File: config.mk
export PLATFORM = sky130hd
export DESIGN_NAME = stride_prefetch_sequencer
export DESIGN_NICKNAME = d
export VERILOG_FILES = /design/src/rtl/stride_prefetch_sequencer.sv
export SDC_FILE = /design/constraint.sdc
export NUM_CORES = 1
export LEC_CHECK = 0
export BUFFER_PORTS_ARGS = -buffer_cell sky130_fd_sc_hd__buf_2
export CAP_MARGIN = 25
export CORE_MARGIN = 5
export CORE_UTILIZATION = 35
export DETAILED_ROUTE_END_ITERATION = 8
export PLACE_DENSITY = 0.63
export SLEW_MARGIN = 0
export SYNTH_ARGS = -nofsm -noshare
export SYNTH_HDL_FRONTEND = slang
export SYNTH_SLANG_ARGS = --single-unit
File: constraint.sdc
create_clock -name clk_i -period 4.8 [get_ports clk_i]
set_clock_uncertainty 0.2 [all_clocks]
set_input_delay 1.44 -clock clk_i [delete_from_list [all_inputs] [get_ports clk_i]]
set_output_delay 1.44 -clock clk_i [all_outputs]
set_load 0.01 [all_outputs]
File: src/rtl/stride_prefetch_sequencer.sv
// Turns stride-detector findings into bursts of predicted prefetch addresses
// on a valid/ready port, with a one-entry pending slot for triggers mid-burst.
module stride_prefetch_sequencer #(
    parameter int unsigned MAX_STRIDE_WIDTH = 5,
    parameter int unsigned PREFETCH_DEPTH   = 4
) (
    input  logic                        clk_i,
    input  logic                        rst_ni,
    input  logic                        enable_i,
    input  logic [31:0]                 value_i,
    input  logic                        valid_i,
    input  logic [MAX_STRIDE_WIDTH-1:0] stride_1_i,
    input  logic                        stride_1_valid_i,
    input  logic [MAX_STRIDE_WIDTH-1:0] stride_2_i,
    input  logic                        stride_2_valid_i,
    output logic [31:0]                 prefetch_addr_o,
    output logic                        prefetch_valid_o,
    input  logic                        prefetch_ready_i,
    output logic                        busy_o,
    output logic                        dropped_o
);

    localparam int unsigned CntW = $clog2(PREFETCH_DEPTH + 1);
    localparam int unsigned ExtW = 32 - MAX_STRIDE_WIDTH;

    typedef enum logic [0:0] {StIdle, StIssue} state_e;

    state_e state_q, state_d;

    logic                        phase_q, phase_d;
    logic [CntW-1:0]             count_q, count_d;
    logic [31:0]                 addr_q, addr_d;
    logic [31:0]                 slot0_q, slot0_d;
    logic [31:0]                 slot1_q, slot1_d;
    logic                        sel_q, sel_d;
    logic                        pend_valid_q, pend_valid_d;
    logic [31:0]                 pend_value_q, pend_value_d;
    logic [MAX_STRIDE_WIDTH-1:0] pend_s1_q, pend_s1_d;
    logic [MAX_STRIDE_WIDTH-1:0] pend_s2_q, pend_s2_d;
    logic                        pend_s1v_q, pend_s1v_d;
    logic                        pend_s2v_q, pend_s2v_d;
    logic                        pend_phase_q, pend_phase_d;
    logic                        dropped_q, dropped_d;

    function automatic logic [31:0] sext(input logic [MAX_STRIDE_WIDTH-1:0] s);
        return {{ExtW{s[MAX_STRIDE_WIDTH-1]}}, s};
    endfunction

    logic                        trig, handshake, pend_live, restart, last, load;
    logic [CntW-1:0]             count_inc;
    logic [31:0]                 src_value;
    logic [MAX_STRIDE_WIDTH-1:0] src_s1, src_s2;
    logic                        src_s1v, src_s2v, src_phase;
    logic                        src_two, src_null, first_slot;
    logic [31:0]                 src_slot0, src_slot1, src_first_addr;

    assign trig      = valid_i && enable_i;
    assign handshake = (state_q == StIssue) && prefetch_ready_i;
    assign pend_live = pend_valid_q && enable_i;
    assign restart   = trig || pend_live;
    assign count_inc = count_q + CntW'(1);
    assign last      = (count_inc == CntW'(PREFETCH_DEPTH));

    // A live trigger is always the newest, so it wins over the pending entry.
    always_comb begin
        if (trig) begin
            src_value = value_i;
            src_s1    = stride_1_i;
            src_s1v   = stride_1_valid_i;
            src_s2    = stride_2_i;
            src_s2v   = stride_2_valid_i;
            src_phase = phase_q;
        end else begin
            src_value = pend_value_q;
            src_s1    = pend_s1_q;
            src_s1v   = pend_s1v_q;
            src_s2    = pend_s2_q;
            src_s2v   = pend_s2v_q;
            src_phase = pend_phase_q;
        end
        src_two        = src_s2v;
        src_null       = !src_two && !(src_s1v && (src_s1 != '0));
        first_slot     = src_two ? !src_phase : 1'b0;
        src_slot0      = sext(src_s1);
        src_slot1      = src_two ? sext(src_s2) : sext(src_s1);
        src_first_addr = src_value + (first_slot ? src_slot1 : src_slot0);
    end

    assign load = !src_null && (((state_q == StIdle) && trig) || (handshake && restart));

    always_ff @(posedge clk_i or negedge rst_ni) begin
        if (!rst_ni) begin
            state_q <= StIdle;
        end else begin
            state_q <= state_d;
        end
    end

    always_comb begin
        state_d = state_q;
        unique case (state_q)
            StIdle: begin
                if (trig && !src_null) state_d = StIssue;
            end
            StIssue: begin
                if (handshake) begin
                    if (restart) begin
                        state_d = src_null ? StIdle : StIssue;
                    end else if (last || !enable_i) begin
                        state_d = StIdle;
                    end
                end
            end
            default: state_d = StIdle;
        endcase
    end

    always_comb begin
        prefetch_valid_o = (state_q == StIssue);
        busy_o           = (state_q == StIssue);
        prefetch_addr_o  = addr_q;
        dropped_o        = dropped_q;
    end

    // Single mode stores the same stride in both slots so the selector can toggle freely.
    always_comb begin
        addr_d  = addr_q;
        slot0_d = slot0_q;
        slot1_d = slot1_q;
        sel_d   = sel_q;
        count_d = count_q;
        phase_d = phase_q ^ valid_i;
        if (load) begin
            addr_d  = src_first_addr;
            slot0_d = src_slot0;
            slot1_d = src_slot1;
            sel_d   = !first_slot;
            count_d = '0;
        end else if (handshake) begin
            addr_d  = addr_q + (sel_q ? slot1_q : slot0_q);
            sel_d   = !sel_q;
            count_d = count_inc;
        end
    end

    always_comb begin
        pend_valid_d = pend_valid_q;
        pend_value_d = pend_value_q;
        pend_s1_d    = pend_s1_q;
        pend_s1v_d   = pend_s1v_q;
        pend_s2_d    = pend_s2_q;
        pend_s2v_d   = pend_s2v_q;
        pend_phase_d = pend_phase_q;
        dropped_d    = 1'b0;
        if (!enable_i) begin
            pend_valid_d = 1'b0;
        end else if (state_q == StIssue) begin
            if (handshake) begin
                pend_valid_d = 1'b0;
                dropped_d    = trig && pend_valid_q;
            end else if (trig) begin
                pend_valid_d = 1'b1;
                pend_value_d = value_i;
                pend_s1_d    = stride_1_i;
                pend_s1v_d   = stride_1_valid_i;
                pend_s2_d    = stride_2_i;
                pend_s2v_d   = stride_2_valid_i;
                pend_phase_d = phase_q;
                dropped_d    = pend_valid_q;
            end
        end
    end

    always_ff @(posedge clk_i or negedge rst_ni) begin
        if (!rst_ni) begin
            phase_q      <= 1'b0;
            count_q      <= '0;
            addr_q       <= '0;
            slot0_q      <= '0;
            slot1_q      <= '0;
            sel_q        <= 1'b0;
            pend_valid_q <= 1'b0;
            pend_value_q <= '0;
            pend_s1_q    <= '0;
            pend_s1v_q   <= 1'b0;
            pend_s2_q    <= '0;
            pend_s2v_q   <= 1'b0;
            pend_phase_q <= 1'b0;
            dropped_q    <= 1'b0;
        end else begin
            phase_q      <= phase_d;
            count_q      <= count_d;
            addr_q       <= addr_d;
            slot0_q      <= slot0_d;
            slot1_q      <= slot1_d;
            sel_q        <= sel_d;
            pend_valid_q <= pend_valid_d;
            pend_value_q <= pend_value_d;
            pend_s1_q    <= pend_s1_d;
            pend_s1v_q   <= pend_s1v_d;
            pend_s2_q    <= pend_s2_d;
            pend_s2v_q   <= pend_s2v_d;
            pend_phase_q <= pend_phase_d;
            dropped_q    <= dropped_d;
        end
    end

endmodule

## Word level (Yosys, flattened, before mapping)

Index checks and enable logic that the tools add are counted.
Widths: inputs -> output; s select.

- Logic and storage cells: 78
- Flip-flop bits (word level): 122
- Output and inout port bits: 35
- Bits of input ports: 49

- Bitwise gates (word level): 3
- Add/subtract/negate cells: 3
- Equal/unequal tests: 3
- Muxes and demuxes: 30
- Reduce and logical (&&, ||, !) cells: 24

Operators by type and width:

| operator | count |
|---|---|
| $mux 32 | 6 |
| $add 32x32->32 | 2 |
| $mux 1 | 19 |
| $logic_and 1x1->1 | 10 |
| $mux 5 | 2 |
| $logic_not 1->1 | 7 |
| $mux 3 | 2 |
| $reduce_bool 5->1 | 1 |
| $add 3x1->3 const B | 1 |
| $eq 3x3->1 const B | 1 |
| $logic_or 1x1->1 | 3 |
| $ne 3x1->1 const B | 1 |
| $reduce_and 3->1 | 1 |
| $ne 2x1->1 const B | 1 |
| $not 1->1 | 2 |
| $pmux 1 s2 | 1 |
| $reduce_and 2->1 | 1 |
| $reduce_bool 2->1 | 1 |
| $xor 1x1->1 | 1 |

## Depth between registers and ports, before layout

Gate-level depths: netlist of the first run.

- Word-level depth: 10
- Depth in mapped cells: 17
- Gate-level depth less buffers: 16

## Worst setup path before layout of the first run

OpenSTA, ideal clock, no wires.

- Kind: input to register
- From: input valid_i
- To: register addr_q[29], in the netlist prefetch_addr_o[29]
- Setup time: 0.142 ns
- Buffers on the path: 2
- Required time: 4.458 ns
- Path slack: -0.607 ns
- Arrival time: 5.064 ns
- Stages: 15
- Cells stage by stage: nand2_1 > buf_2 > o21ai_2 > mux4_2 > ha_1 > buf_2 > a21o_1 > o21bai_1 > a311oi_1 > nand3_1 > a221o_1 > a311oi_2 > o21ai_1 > xnor2_1 > o221ai_1

- Cells in the longest elaborated chain, start to end: 9
- Elaborated cells on any way between the ends: 25
- Those cells by class: 1 x add/sub; 10 x mux; 14 x reduce/logical

Ends and longest elaborated chain:

| element | RTL line | source |
|---|---|---|
| start: declaration | 11 | `input logic valid_i,` |
| $logic_and 1x1->1 * | 57 | `assign trig = valid_i && enable_i;` |
| branches (longest 8 deep; another with $add 32x32->32) | n/a |  |
| end signal: assignment | 193 | `addr_q <= addr_d;` |
| end: declaration | 32 | `logic [31:0] addr_q, addr_d;` |

Mark *: on every way between the ends.
A chain may end at the register's enable or synchronous reset.

## Worst setup path in the final report of the first run

- From: input valid_i
- To: register addr_q[28], in the netlist prefetch_addr_o[28]

The elaborated chain is that of the path after synthesis.

==> results.yml, run 1 <==
routing:
  wirelength_um: 23680
  wl_per_cell_um: 17.51
  dr.pass1.iters: 5
  drc: 0
  num_vias: 7453
  final_antenna_net_count: 0
  avgViaCountPerCell: 5.513
  drtIter0Drc: 439
clocking:
  root_buffer: "clkbuf_16"
  cts_buffers: 9
  path_clk_slew_ps: 70
  cts_max_path_buffers: 2
  insertion_delay_ps: 350
  clock_sinks: 95
  h-tree-depth: 3
  cts_tree: "yes"
finish:
  finalNonFillerCells: 1352
  n_antenna_cell: 0
  drive_above_1_share_pct: 33.65
  area_growth_pct: 25.80
  nFillCells: 2214
  layout.nets: 1180
  final_util_pct: 44.82
logic_synthesis:
  ys_warn_count: 0
  synthesis.area_um2: 8090
  yosysUniqueCellTypes: 68
  synth_common_cells: "dfrtp_1, nor2_1, mux2_2"
  synth-main-ff-cell: "dfrtp_1"
  ys_seq_area_share_pct: 29.38
  yosysMostFrequentCell: "dfrtp_1"
  syn_avg_cell_area_um2: 9.080
  async_flop_share_pct: 100.0
  synth_edf_count: 0
  synth_top_cell_area_share_pct: 29.38
  synth_nets: 1009
  synth_area_leader_cell: "dfrtp_1"
  synth_area_leaders: "dfrtp_1, mux2_2, ha_1"
  synthCells: 891
  yosys_register_bits: 95
setup_path:
  crit_fanout: 5
  criticalPathCategory: "in2reg"
  end_kind: "register"
  cp-start-kind: "input pin"
  crit_arrival_ps: 4850
  crit_required_ps: 4860
timing:
  max-slew-margin-rel_pct: 50.27
  drv_slew: 0
  tightest_slew_ps: 727.2
  grt_setup_unrepaired: "true"
  worst_slack_ps: 11.82
  setup_violations: 0
  min_period_over_period_pct: 99.75
  final_hold_viol_count: 0
  max_freq_ghz: 0.2088
  period_minus_slack_ps: 4788
floorplanning:
  ios: 84
  rows: 55
  die_height_um: 162.0
  core_um2: 22710
  dieWidth_um: 162.0
  dieArea_um2: 26260
  initial_core_util_pct: 35.63
grt:
  grt-ovfl-total: 0
  grt_max_degree: 51
  use_met2_pct: 30.96
  grt_util_all_layers_pct: 17.99
  first_global_vias: 7374
  grt.met3_usage_pct: 3.223
  grt_antenna_before_repair: 0
  grtUsageMet1_pct: 23.42
  top_usage_layer: "met2"
  grt_pass1_wl_um: 38430
placed_design:
  place.gp.congestion: 0.9022
  post-place-ws_ps: -467.5
  io_buffers: 83
  dp_cells: 1329
  hpwl_um: 18170
worst_hold_path:
  hold_class: "reg2reg"
run_status:
  outcome: "finished, final reports clean"
run:
  max-cap-violations: 0
[worst max-delay path, cell delays in order]
cell and delay [ps]:
buf_8 110, nand2_8 70, nand3b_1 120, o21ai_4 100, buf_6 140, mux4_2 540
ha_4 190, inv_2 50, fa_2 210, nor2b_2 50, o31a_1 270, o311a_1 410
o21a_1 200, a211oi_2 240, buf_4 160, o211ai_1 90, xnor2_1 160, a221oi_2 290
[cells by family after synthesis]
| family | share of synthesized area (%) |
|---|---|
| flops | 29.38 |
| compound gates | 21.64 |
| simple gates | 13.89 |
| buf+inv | 3.000 |
| xor+xnor | 5.413 |
| fa+ha+maj | 10.86 |
| mux | 15.82 |
[registers in the layout (all words and copies together) (netlist names)]
name	cells
pend_phase_q	1
prefetch_addr_o	32
dropped_o	1
slot1_q	5
phase_q	1
pend_s1v_q	1
sel_q	1
count_q	3
pend_s2v_q	1
busy_o	1
pend_s2_q	5
slot0_q	5
pend_value_q	32
pend_valid_q	1
pend_s1_q	5
[worst paths after layout]
path / from / depth (start not counted) / slack (ps) / endpoint
worst min-delay path: slot1_q[2]$_DFFE_PN0P_ / 2 / 280 / slot1_q[2]$_DFFE_PN0P_
max in group asynchronous: rst_ni / 2 / 2790 / pend_s2_q[2]$_DFFE_PN0P_
min in group asynchronous: rst_ni / 1 / 810 / prefetch_addr_o[20]$_DFFE_PN0P_
worst max-delay path: valid_i / 18 / 10 / prefetch_addr_o[28]$_DFFE_PN0P_
worst max register to register: sel_q$_DFFE_PN0P_ / 11 / 570 / prefetch_addr_o[28]$_DFFE_PN0P_
worst min register to register: slot1_q[2]$_DFFE_PN0P_ / 2 / 280 / slot1_q[2]$_DFFE_PN0P_
[metal layers]
layer	routed length, um	vias up
met5	0	-
met4	569	0
met3	971	33
met2	11590	182
met1	10550	3570
li1	-	3668
[timing repair]
item | 4_1_cts | 5_1_grt
hold buffers | 0 | 0
pin swaps | 6 | 20
gates resized for setup | 3 | 35
setup endpoints to repair | 4 | 14
buffers inserted | 2 | 5
[cell type report]
class / count / area (um^2) / share of cell area (%)
clock buffers: 12 / 266.5 / 2.619
clock inverters: 4 / 28.78 / 0.2828
inverters: 15 / 56.30 / 0.5532
multi-input cells: 736 / 5697 / 55.97
flip-flops and latches: 95 / 2377 / 23.36
well taps: 285 / 356.6 / 3.504
repair buffers: 205 / 1395 / 13.71
[placed cells by master (no fill, tap or decap), types with 5 or more instances in the layout]
cell type,instances
o211ai_1,6
nand2b_1,10
mux4_2,5
buf_2,80
or4_1,6
nor2b_1,10
xnor2_1,25
o21a_1,8
xor2_1,21
nand2_1,57
nand4_1,7
o21bai_1,5
a21o_1,32
mux2i_1,21
a21oi_1,78
nor2_1,86
dfrtp_1,95
ha_1,62
and3_1,12
buf_4,118
o21ai_1,11
inv_1,14
a211oi_1,7
ha_4,5
clkbuf_16,9
o22ai_1,5
o21ai_0,45
mux2_2,85
nor3_1,10
nand3_1,23
[metrics by stage]
step                      hold slack, ps  setup TNS, ps  cell area, um^2
after floorplan                    244.4          -2230             8190
after global placement             263.1          -3169             9649
after detailed placement           270.3          -4344             9649
after CTS                          286.1              0             9971
after global routing               317.9         -751.0            10180
final                              283.1              0            10180
Power of run 1 is left out: the tool's default activity adds up to more than one toggle a clock period on the data nets, which glitch-free logic cannot reach.
==> inputs of run 2 (changes only) <==
--- a/config.mk
+++ b/config.mk
@@ -5,11 +5,12 @@
 export SDC_FILE = /design/constraint.sdc
 export NUM_CORES = 1
 export LEC_CHECK = 0
-export BUFFER_PORTS_ARGS = -buffer_cell sky130_fd_sc_hd__buf_2
+export BUFFER_PORTS_ARGS = -buffer_cell sky130_fd_sc_hd__buf_4
 export CAP_MARGIN = 25
 export CORE_MARGIN = 5
 export CORE_UTILIZATION = 35
 export DETAILED_ROUTE_END_ITERATION = 8
+export HOLD_SLACK_MARGIN = 0.08
 export PLACE_DENSITY = 0.63
 export SLEW_MARGIN = 0
 export SYNTH_ARGS = -nofsm -noshare
==> constraint.sdc (replaced) <==
create_clock -name clk_i -period 4.58 [get_ports clk_i]
set_clock_uncertainty 0.2 [all_clocks]
set_input_delay 1.374 -clock clk_i [delete_from_list [all_inputs] [get_ports clk_i]]
set_output_delay 1.374 -clock clk_i [all_outputs]
set_load 0.01 [all_outputs]
==> run 2 against run 1 <==
  * The run now ends with negative setup slack left
  * Flip-flop and latch count unchanged
  * Register-to-register slack lost 140 ps
  * Critical path type unchanged
  * Largest cell class unchanged
  * Utilization is 3.5 points higher
==> results.yml, run 2 (same netlist as run 1, synthesis figures left out) <==
finish:
  final_cell_mix: "buf_4, dfrtp_1, mux2_2, nor2_1, a21oi_1"
  n_antenna_cell: 0
  area_growth_pct: 35.65
  drive_above_1_share_pct: 38.67
  layout.nets: 1199
  seqCellArea_um2: 2377
  final_common_cell: "buf_4"
  multi_input_area_um2: 6070
  nFillCells: 2137
grt:
  first_global_vias: 7387
  grt_util_all_layers_pct: 18.50
  grt_antenna_before_repair: 0
  grt_max_degree: 77
  grt-ovfl-total: 0
  grt_pass1_wl_um: 39000
placed_design:
  hpwl_um: 18440
  place.gp.congestion: 0.8759
  io_buffers: 83
  post-place-ws_ps: -663.2
routing:
  avgViaCountPerCell: 5.551
  wl_per_cell_um: 18.37
  dr.pass1.iters: 5
  num_vias: 7610
  final_antenna_net_count: 0
  drc: 0
  wirelength_um: 25190
  drtIter0Drc: 512
clocking:
  cts_buffers: 9
  h-tree-depth: 3
  cts_tree: "yes"
  cts_max_path_buffers: 2
  root_buffer: "clkbuf_16"
  clock_sinks: 95
  path_clk_slew_ps: 80
  insertion_delay_ps: 370
floorplanning:
  initial_core_util_pct: 35.63
  rows: 55
  die_height_um: 162.0
  dieArea_um2: 26260
  ios: 84
  dieWidth_um: 162.0
  core_um2: 22710
setup_path:
  end_kind: "register"
  cp-start-kind: "input pin"
  crit_required_ps: 4640
  crit_arrival_ps: 4870
  crit_fanout: 6
  criticalPathCategory: "in2reg"
timing:
  max-slew-margin-rel_pct: 48.96
  tightest_slew_ps: 763.5
  grt_setup_unrepaired: "true"
  drv_slew: 0
  setup_violations: 9
  period_minus_slack_ps: 4814
  worst_slack_ps: -233.9
  min_period_over_period_pct: 105.1
  final_hold_viol_count: 0
  max_freq_ghz: 0.2077
run:
  max-cap-violations: 0
run_status:
  outcome: "complete, but fails checks"
  violations: "negative setup slack"
worst_hold_path:
  hold_class: "reg2reg"
## run 2: stage by stage
step	instances	area [um^2]	utilization [%]	hold WS, ps	setup TNS (ps)
5_1_grt	1371	10970	48.33	309.9	-2530
3_5_place_dp	1336	9907	43.63	265.5	-8404
2_1_floorplan	891	8192	-	244.4	-4288
6_report	1371	10970	48.33	280.6	-1235
4_1_cts	1363	10570	46.55	281.4	-516.6
3_3_place_gp	1336	9907	43.63	260.7	-7087
## run 2: layout make-up
cell class	instances	area share, %
multi-input cells	736	55.31
flip-flops and latches	95	21.66
inverters	15	0.5131
well taps	285	3.249
clock buffers	9	2.052
repair buffers	224	16.35
clock inverters	7	0.8665
## run 2: worst paths after layout
path	from	end	slack [ps]	cells past startpoint
setup / recovery	valid_i	prefetch_addr_o[17]$_DFFE_PN0P_	-230	21
setup reg to reg	sel_q$_DFFE_PN0P_	prefetch_addr_o[28]$_DFFE_PN0P_	430	11
hold reg to reg	slot1_q[30]$_DFFE_PN0P_	slot1_q[30]$_DFFE_PN0P_	280	2
min in group asynchronous	rst_ni	pend_value_q[18]$_DFFE_PN0P_	740	1
max in group asynchronous	rst_ni	slot0_q[2]$_DFFE_PN0P_	2640	3
hold / removal	slot1_q[30]$_DFFE_PN0P_	slot1_q[30]$_DFFE_PN0P_	280	2
## run 2: metal layers
layer	wire (um)	GRT usage, %	up-vias	share of wire [%]
met4	490	4.460	0	1.9
met5	0	0	-	0
met3	990	3.121	39	3.9
met2	12580	31.83	196	50
li1	-	-	3683	-
met1	11130	24.34	3692	44
## run 2: worst max-delay path, cell delays in order
cell       delay [ps]
buf_8             110
nand2_8            70
nand3b_1          110
o21ai_4           100
mux4_2            640
buf_12            200
ha_1              340
a21o_1            260
o2bb2ai_4         170
nand3_1           120
nand3_2           100
buf_4             150
buf_4             120
buf_4             120
buf_4             120
buf_4             120
buf_4             120
buf_4             130
xor2_2            150
o22ai_1           150
a21oi_1            90
## run 2: timing repair
item | in CTS | in global routing
hold buffers | 0 | 0
cloned | 2 | 0
setup endpoints to repair | 10 | 19
pin swaps | 29 | 43
resized for setup | 38 | 61
setup buffers | 9 | 10
Power of run 2 is left out for the same reason.
==> inputs of run 3 (changes only) <==
--- a/config.mk
+++ b/config.mk
@@ -7,8 +7,9 @@
 export LEC_CHECK = 0
 export BUFFER_PORTS_ARGS = -buffer_cell sky130_fd_sc_hd__buf_4
 export CAP_MARGIN = 25
-export CORE_MARGIN = 5
+export CORE_MARGIN = 10
 export CORE_UTILIZATION = 35
+export CTS_CLUSTER_SIZE = 28
 export DETAILED_ROUTE_END_ITERATION = 8
 export HOLD_SLACK_MARGIN = 0.08
 export PLACE_DENSITY = 0.63
==> run 3 against run 2 <==
  * The flow still finishes with violations (negative setup slack)
  * First-iteration DRC count rose by 7.8%
  * Global-route usage shrank 1.7 points
  * Sequential share of layout area rose by 0.43 points
  * Cell count shrank 0.29%
  * Via count shrank 1.5%
  * Cell area shrank 1.9%
  * Non-clock buffer count is 4 lower
  * Critical path depth fell by 4
  * Wire length decreased by 0.67%
  * Fmax up 2.5%
  * Die area grew 13%
  * Flip-flop and latch count stayed put
  * Critical path type unchanged
==> results.yml, run 3 (same netlist as run 1, synthesis figures left out) <==
clocking:
  cts_tree: "yes"
  clock_sinks: 95
  cts_max_path_buffers: 2
  cts_buffers: 9
  insertion_delay_ps: 360
  postCtsHoldBufs: 0
  path_clk_slew_ps: 70
  root_buffer: "clkbuf_16"
  h-tree-depth: 3
timing:
  holdWs_ps: 281.7
  final_hold_viol_count: 0
  period_minus_slack_ps: 4694
  min_period_over_period_pct: 102.5
  setup_violations: 8
  worst_slack_ps: -114.4
  tightest_slew_ps: 709.1
  grt_setup_unrepaired: "true"
  max_freq_ghz: 0.2130
  max-slew-margin-rel_pct: 51.51
  drv_slew: 0
floorplanning:
  core_um2: 22710
  dieWidth_um: 172.0
  die_height_um: 172.0
  dieArea_um2: 29600
  rows: 55
  ios: 84
  initial_core_util_pct: 35.63
finish:
  n_antenna_cell: 0
  area_growth_pct: 33.03
  final_cell_mix: "buf_4, dfrtp_1, mux2_2, nor2_1, a21oi_1"
  stdcell_area_um2: 10760
  final_util_pct: 47.39
  layout.nets: 1195
  final_common_cell: "buf_4"
  drive_above_1_share_pct: 36.78
routing:
  drtIter0Drc: 552
  num_vias: 7493
  drc: 0
  dr.pass1.iters: 5
  avgViaCountPerCell: 5.481
  wl_per_cell_um: 18.30
  final_antenna_net_count: 0
  wirelength_um: 25020
worst_hold_path:
  hold_class: "reg2reg"
grt:
  grt-ovfl-total: 0
  grt_max_degree: 96
  grt_antenna_before_repair: 0
  grt_util_all_layers_pct: 16.83
  first_global_vias: 7453
  grt_pass1_wl_um: 39680
placed_design:
  post-place-ws_ps: -565.7
  hpwl_um: 18860
  place_area_um2: 9937
  place.gp.congestion: 0.8976
  io_buffers: 83
setup_path:
  crit_arrival_ps: 4750
  end_kind: "register"
  criticalPathCategory: "in2reg"
  cp-start-kind: "input pin"
  crit_required_ps: 4640
  crit_fanout: 10
  crit_chain: "buf_8, nand2_8, nand3b_1, o21ai_4, mux4_2, buf_12, buf_8, ha_1, nand3_1, nor4_1, o21ai_1, nand3_2, a221o_1, a311oi_2, o21ai_1, xnor2_1, o221ai_1"
  crit_slowest_cell: "mux4_2"
  critPathMaxStageDelay_ps: 560
run:
  max-cap-violations: 0
run_status:
  outcome: "complete, but fails checks"
  violations: "negative setup slack"
-- run 3: cell types whose count changed in the layout (fill, tap and decap cells not counted), sizes merged --
cell and change:
buf -4, bufbuf +1, inv -1
-- run 3: worst paths after layout --
check | start | to | slack, ps | cells past startpoint
worst min register to register | slot1_q[2]$_DFFE_PN0P_ | slot1_q[2]$_DFFE_PN0P_ | 280 | 2
min in group asynchronous | rst_ni | prefetch_addr_o[15]$_DFFE_PN0P_ | 870 | 2
max in group asynchronous | rst_ni | prefetch_addr_o[30]$_DFFE_PN0P_ | 2900 | 2
worst max-delay path | valid_i | prefetch_addr_o[29]$_DFFE_PN0P_ | -110 | 17
worst max register to register | pend_s2v_q$_DFFE_PN0P_ | prefetch_addr_o[29]$_DFFE_PN0P_ | 460 | 15
worst min-delay path | slot1_q[2]$_DFFE_PN0P_ | slot1_q[2]$_DFFE_PN0P_ | 280 | 2
-- run 3: layer usage --
layer	up-vias	GRT usage, %	share of wire [%]
li1	3692	-	-
met1	3636	20.87	44
met2	142	29.21	50
met3	23	2.987	4.2
met4	0	4.648	1.6
met5	-	0	0
-- run 3: worst max-delay path: cells and delay by family --
kind                       cells  cell delay [ps]
muxes                          1              560
buffers and inverters          3              450
AOI/OAI and AO/OA              6             1270
xor gates and xnor gates       1              130
adders and majority gates      1              360
and+or+nand+nor                5              610
-- run 3: layout make-up --
type / instances / area [um^2]
clock inverters: 6 / 93.84
well taps: 285 / 356.6
inverters: 15 / 56.30
repair buffers: 220 / 1740
clock buffers: 10 / 229.0
multi-input cells: 736 / 5909
flip-flops and latches: 95 / 2377
fillers: 2167 / 11950
-- run 3: timing repair --
action / 4_1_cts / 5_1_grt
setup buffers: 6 / 4
cloned: 1 / 0
setup endpoints to repair: 12 / 14
gates resized for setup: 22 / 49
pin swaps: 11 / 19
-- run 3: stage by stage --
| step | cells | TNS [ps] |
|---|---|---|
| after floorplan | 891 | -4288 |
| after global placement | 1340 | -6403 |
| after detailed placement | 1340 | -7672 |
| after CTS | 1363 | -83.58 |
| after global routing | 1367 | -1468 |
| final | 1367 | -308.6 |
Power of run 3 is left out for the same reason.
